[config.mk]
export PLATFORM = sky130hd
export DESIGN_NAME = tdm_tx_framer
export DESIGN_NICKNAME = d
export VERILOG_FILES = /design/src/rtl/tdm_tx_framer.sv
export SDC_FILE = /design/constraint.sdc
export NUM_CORES = 1
export LEC_CHECK = 0
export CORE_MARGIN = 3
export CORE_UTILIZATION = 47
export DETAILED_ROUTE_END_ITERATION = 6
export MAX_ROUTING_LAYER = met4
export PLACE_DENSITY = 0.85
export SYNTH_ARGS = -nofsm -noshare
export SYNTH_HDL_FRONTEND = slang
export SYNTH_SLANG_ARGS = --single-unit
[constraint.sdc]
create_clock -name clk -period 2.8 [get_ports clk]
set_input_delay 0.42 -clock clk [delete_from_list [all_inputs] [get_ports clk]]
set_output_delay 0.42 -clock clk [all_outputs]
set_load 0.01 [all_outputs]
[src/rtl/tdm_tx_framer.sv]
// tdm_tx_framer: G.704 E1 transmit framer, TS0 insertion and MSB-first serialiser.
// Define TX_FRAMER_CRC4_EN to build the CRC-4 generator and multiframe alignment bits.
module tdm_tx_framer #(
    parameter int          TICK_DIV  = 15,
    parameter logic [7:0]  IDLE_CODE = 8'hFF,
    parameter int          UFLOW_W   = 16
) (
    input  logic               clk,
    input  logic               rst,
    input  logic [7:0]         in_data,
    input  logic [1:0]         in_crc_e,
    input  logic               in_rdy,
    output logic               in_req,
    output logic [3:0]         in_frame,
    output logic [4:0]         in_ts,
    output logic               in_mf_first,
    output logic               in_mf_last,
    output logic               out_bit,
    output logic               out_valid,
    output logic               out_fsync,
    output logic               out_mfsync,
    input  logic               ctrl_time_src,
    input  logic               ctrl_do_framing,
    input  logic               ctrl_do_crc4,
    input  logic               ctrl_sa_ovr,
    input  logic [4:0]         ctrl_sa,
    input  logic [31:0]        ctrl_ts_idle,
    input  logic               alarm,
    input  logic               ext_tick,
    output logic               int_tick,
    output logic [UFLOW_W-1:0] uflow_cnt,
    input  logic               uflow_clr
);

    localparam int DW = $clog2(TICK_DIV);
    localparam logic [DW-1:0] DIV_LAST = DW'(TICK_DIV - 1);

    logic [DW-1:0] div_cnt;
    logic          ext_q;
    logic [2:0]    bit_cnt;
    logic [7:0]    shreg;
    logic [7:0]    nxt;
    logic          nxt_fs;
    logic          nxt_mfs;
    logic [3:0]    frame;
    logic [4:0]    ts;
    logic          ts0_frm;
    logic          idle_sel;
    logic          uflow_evt;
    logic [7:0]    src;
    logic [7:0]    byte_c;
    logic          c_bit;
    logic          mf_bit;

    always_ff @(posedge clk) begin
        if (rst) begin
            div_cnt  <= '0;
            ext_q    <= 1'b0;
            int_tick <= 1'b0;
        end else begin
            ext_q    <= ext_tick;
            div_cnt  <= (div_cnt == DIV_LAST) ? '0 : div_cnt + 1'b1;
            int_tick <= ctrl_time_src ? (ext_tick & ~ext_q)
                                      : (div_cnt == DIV_LAST);
        end
    end

    // Byte boundary on bit 0: load the prefetched byte, request the next one
    always_ff @(posedge clk) begin
        if (rst) begin
            bit_cnt    <= 3'd0;
            shreg      <= 8'hFF;
            out_bit    <= 1'b1;
            out_valid  <= 1'b0;
            out_fsync  <= 1'b0;
            out_mfsync <= 1'b0;
            in_req     <= 1'b0;
        end else begin
            out_valid  <= int_tick;
            in_req     <= int_tick && (bit_cnt == 3'd0);
            out_fsync  <= 1'b0;
            out_mfsync <= 1'b0;
            if (int_tick) begin
                bit_cnt <= bit_cnt + 3'd1;
                if (bit_cnt == 3'd0) begin
                    out_bit    <= nxt[7];
                    shreg      <= {nxt[6:0], 1'b1};
                    out_fsync  <= nxt_fs;
                    out_mfsync <= nxt_mfs;
                end else begin
                    out_bit <= shreg[7];
                    shreg   <= {shreg[6:0], 1'b1};
                end
            end
        end
    end

    assign in_frame    = frame;
    assign in_ts       = ts;
    assign in_mf_first = in_req && (frame == 4'd0) && (ts == 5'd0);
    assign in_mf_last  = in_req && (frame == 4'd15) && (ts == 5'd31);

`ifdef TX_FRAMER_CRC4_EN
    logic [3:0] crc;
    logic [3:0] c_reg;
    logic [7:0] mf_pat;
    logic [7:0] crc_in;

    function automatic logic [3:0] crc_byte(input logic [3:0] c,
                                            input logic [7:0] d);
        logic [3:0] r;
        logic       fb;
        r = c;
        for (int i = 7; i >= 0; i--) begin
            fb = r[3] ^ d[i];
            r  = {r[2:0], 1'b0} ^ {2'b00, fb, fb};
        end
        return r;
    endfunction

    assign mf_pat = {in_crc_e, 6'b110100};
    assign crc_in = {byte_c[7] & ~(ts0_frm & ~frame[0] & ctrl_do_crc4),
                     byte_c[6:0]};

    // C bits read as ones until the first complete submultiframe
    always_ff @(posedge clk) begin
        if (rst) begin
            crc   <= 4'd0;
            c_reg <= 4'hF;
        end else if (in_req) begin
            if (ts == 5'd31 && frame[2:0] == 3'd7) begin
                c_reg <= crc_byte(crc, crc_in);
                crc   <= 4'd0;
            end else begin
                crc <= crc_byte(crc, crc_in);
            end
        end
    end
`else
    logic unused_crc;
    assign unused_crc = ^{in_crc_e, ctrl_do_crc4};
`endif

    always_comb begin
        ts0_frm   = (ts == 5'd0) && ctrl_do_framing;
        idle_sel  = ctrl_ts_idle[ts] && !ts0_frm;
        uflow_evt = in_req && !in_rdy && !idle_sel;
        src       = (in_rdy && !idle_sel) ? in_data : IDLE_CODE;
        c_bit     = src[7];
        mf_bit    = src[7];
`ifdef TX_FRAMER_CRC4_EN
        if (ctrl_do_crc4) begin
            c_bit  = c_reg[~frame[2:1]];
            mf_bit = mf_pat[frame[3:1]];
        end
`endif
        if (!ts0_frm)
            byte_c = src;
        else if (frame[0])
            byte_c = {mf_bit, 1'b1, alarm,
                      ctrl_sa_ovr ? ctrl_sa : src[4:0]};
        else
            byte_c = {c_bit, 7'b0011011};
    end

    always_ff @(posedge clk) begin
        if (rst) begin
            frame   <= 4'd0;
            ts      <= 5'd0;
            nxt     <= 8'hFF;
            nxt_fs  <= 1'b0;
            nxt_mfs <= 1'b0;
        end else if (in_req) begin
            nxt     <= byte_c;
            nxt_fs  <= (ts == 5'd0);
            nxt_mfs <= (ts == 5'd0) && (frame == 4'd0);
            ts      <= ts + 5'd1;
            if (ts == 5'd31)
                frame <= frame + 4'd1;
        end
    end

    always_ff @(posedge clk) begin
        if (rst)
            uflow_cnt <= '0;
        else if (uflow_clr)
            uflow_cnt <= '0;
        else if (uflow_evt && !(&uflow_cnt))
            uflow_cnt <= uflow_cnt + 1'b1;
    end

endmodule
==> out/metrics.yaml <==
status: "finished clean"
grt_pass1_vias: 2604
p_int_mw: 1.10
clk_pin_slew_ns: 0.10
synth_seq_cells: 56
root_buffer: "clkbuf_8"
die_h_microns: 84.9
min_period_ns: 2.72
ir_drop_uv: 250
routed_wirelength_microns: 7470
worstMarginPinSlew_ns: 0.708
port_buffers: 86
initialDrtViolationCount: 82
end_kind: "output port"
drive_gt1_frac: 0.109
power_frac_comb: 0.135
worst_skew_pair.late_latency_ns: 0.31
firstDrtPassIters: 4
startpoint_type: "flip-flop"
cts_tree: "done"
hp-class: "reg -> reg"
drv_cap: 0
leakage_nw: 1.50
htree_levels: 2
yosysWarnings: 0
cts_sinks: 56
globalplace.congestion: 0.833
syn_avg_cell_area_sq_um: 8.86
post-place-ws_ns: -0.158
critPathMaxFanout: 7
worstPathRequired_ns: 2.38
clkPwrFrac: 0.295
vias: 2742
syn_inst: 330
drc_errors: 0
synth_seq_area_share: 0.383
grt-ovfl-total: 0
power_frac_seq: 0.570
netSwitchingPower_mw: 0.340
ys_types: 48
die-area_sq_um: 7210
holdWs_ns: 0.471
ant_nets: 0
hold_violations: 0
powerDensity_nw_per_um2: 355
core-area_sq_um: 5990
p_sw_frac: 0.237
critPathKind: "reg -> out"
fin_crit_sh: 0.970
finalSetupViolCount: 0
die_w_microns: 84.9
rows: 28
slew_headroom: 0.527
area.growth.synth_to_final_pct: 38.4
synth_fp_nets: 397
dpl.hpwl_microns: 5590
grt_antenna_before_repair: 0
synth_flop_cell: "dfxtp_1"
crit_arrival_ns: 2.30
num_antenna_cells: 0
fin_nets: 488
worst_clock_skew_ns: 0.00946
clk_path_buf_depth: 2
wl_per_cell_microns: 15.1
cts_made_buffers: 5
slew_violations: 0
synthArstFlopShare: 0
syn_area_sq_um: 2930
grt_pass1_wl_microns: 12200
grt_start_max_net_pins: 38
synth_edf_count: 0
final_core_util: 0.676
max_freq_ghz: 0.368
start_util: 0.488
io_pins: 90
grt_usage: 0.209
setup_ws_ns: 0.0849
setup_tns_ns: 0
viasPerCell: 5.53
-- power by group through the flow --
stage	combinational [mW]	clock, mW	sequential [mW]
2_1_floorplan	0.0826	0	0.834
3_3_place_gp	0.185	0	0.837
3_5_place_dp	0.189	0	0.838
4_1_cts	0.191	0.434	0.820
5_1_grt	0.208	0.462	0.821
6_report	0.193	0.424	0.819
-- synth_stat cells, types with 3 or more instances --
| cell | count | share of area |
|---|---|---|
| dfxtp_1 | 56 | 0.38 |
| a21oi_1 | 29 | 0.050 |
| nor2_1 | 29 | 0.037 |
| nand2_1 | 23 | 0.030 |
| mux2i_1 | 15 | 0.051 |
| and3_1 | 13 | 0.028 |
| inv_1 | 12 | 0.015 |
| nand3_1 | 12 | 0.021 |
| clkbuf_1 | 11 | 0.014 |
| ha_1 | 10 | 0.043 |
| o21ai_0 | 10 | 0.017 |
| a31oi_1 | 8 | 0.017 |
| or2_2 | 8 | 0.017 |
| o21ai_1 | 7 | 0.012 |
| or3_1 | 7 | 0.015 |
| xor2_1 | 7 | 0.021 |
| o31ai_1 | 6 | 0.015 |
| a211o_1 | 5 | 0.015 |
| buf_1 | 5 | 0.0064 |
| or4_1 | 5 | 0.013 |
| xnor2_1 | 5 | 0.015 |
| nor2b_1 | 4 | 0.0086 |
| mux4_1 | 3 | 0.027 |
| mux4_2 | 3 | 0.023 |
| nand2b_1 | 3 | 0.0064 |
| nor3_1 | 3 | 0.0051 |
-- worst max-delay path, stage by stage (launching register included) --
cell and delay (ns):
dfxtp_4 0.38, buf_4 0.17, ha_1 0.20, and3_1 0.22
ha_4 0.19, and3_1 0.18, and3_1 0.17, clkdlybuf4s50_1 0.47
-- stage by stage --
stage / power (mW) / cell area [sq um] / instances
after floorplan: 0.917 / 2930 / 330
after global placement: 1.02 / 3920 / 489
after detailed placement: 1.03 / 3920 / 489
after CTS: 1.44 / 4010 / 496
after global routing: 1.49 / 4050 / 496
final: 1.44 / 4050 / 496
-- cells by family (layout without fill, tap and decap cells) --
family | Yosys count | after routing | share of synthesized area
compound gates | 75 | 75 | 0.164
xor+xnor | 12 | 12 | 0.0359
fa+ha+maj | 10 | 10 | 0.0428
buf+inv | 33 | 124 | 0.0483
flops | 56 | 56 | 0.383
mux | 23 | 23 | 0.109
simple gates | 121 | 121 | 0.217
-- state kept, by name (all words and copies together) (netlist names), 3 cells and up --
signal,cells
shreg,7
uflow_cnt,16
nxt,8
bit_cnt,3
in_frame,4
in_ts,5
div_cnt,4
-- metal layers --
| metal | GRT usage | share of wire | up-vias |
|---|---|---|---|
| met4 | 0.0446 | 0.012 | 0 |
| met2 | 0.365 | 0.49 | 102 |
| li1 | - | - | 1360 |
| met1 | 0.252 | 0.43 | 1271 |
| met5 | - | 0 | - |
| met3 | 0.0408 | 0.065 | 9 |
-- final timing paths --
check,start,to,slack (ns),cells past startpoint
worst max-delay path,in_ts[0],in_mf_last,0.08,7
worst min-delay path,nxt[0],nxt[0],0.47,1
worst max register to register,in_ts[1],nxt[2],0.25,8
worst min register to register,nxt[0],nxt[0],0.47,1
-- final cells by class --
cell class / instances / area [sq um]
clock buffer: 6 / 72.6
clock inverter: 1 / 5.00
fill: 453 / 1940
inverter: 13 / 48.8
multi-input combinational: 241 / 1710
sequential: 56 / 1120
tap: 75 / 93.8
timing repair buffer: 104 / 996
-- what timing repair did --
| action | in CTS | in global routing |
|---|---|---|
| endpoints found under the setup margin | 2 | 6 |
| buffers inserted | 0 | 0 |
| hold buffers | 0 | 0 |
| resized for setup | 3 | 5 |
-- layout by cell type, fill, tap and decap left out, types with 3 or more instances in the layout --
master / Yosys / final
dfxtp_1: 56 / 55
nor2_1: 29 / 29
o21ai_0: 10 / 10
or2_2: 8 / 8
clkdlybuf4s50_1: 0 / 86
and3_1: 13 / 13
xnor2_1: 5 / 5
nor2b_1: 4 / 4
inv_1: 12 / 12
o21ai_1: 7 / 7
nand2_1: 23 / 23
mux4_1: 3 / 3
buf_4: 0 / 18
o31ai_1: 6 / 6
a31oi_1: 8 / 8
nand3_1: 12 / 12
mux2i_1: 15 / 15
a21oi_1: 29 / 29
nand2b_1: 3 / 3
or4_1: 5 / 5
nor3_1: 3 / 3
ha_1: 10 / 9
clkbuf_8: 0 / 5
a211o_1: 5 / 5
xor2_1: 7 / 7
or3_1: 7 / 7
mux4_2: 3 / 3
Note: power is estimated with default switching activity, not from simulation.
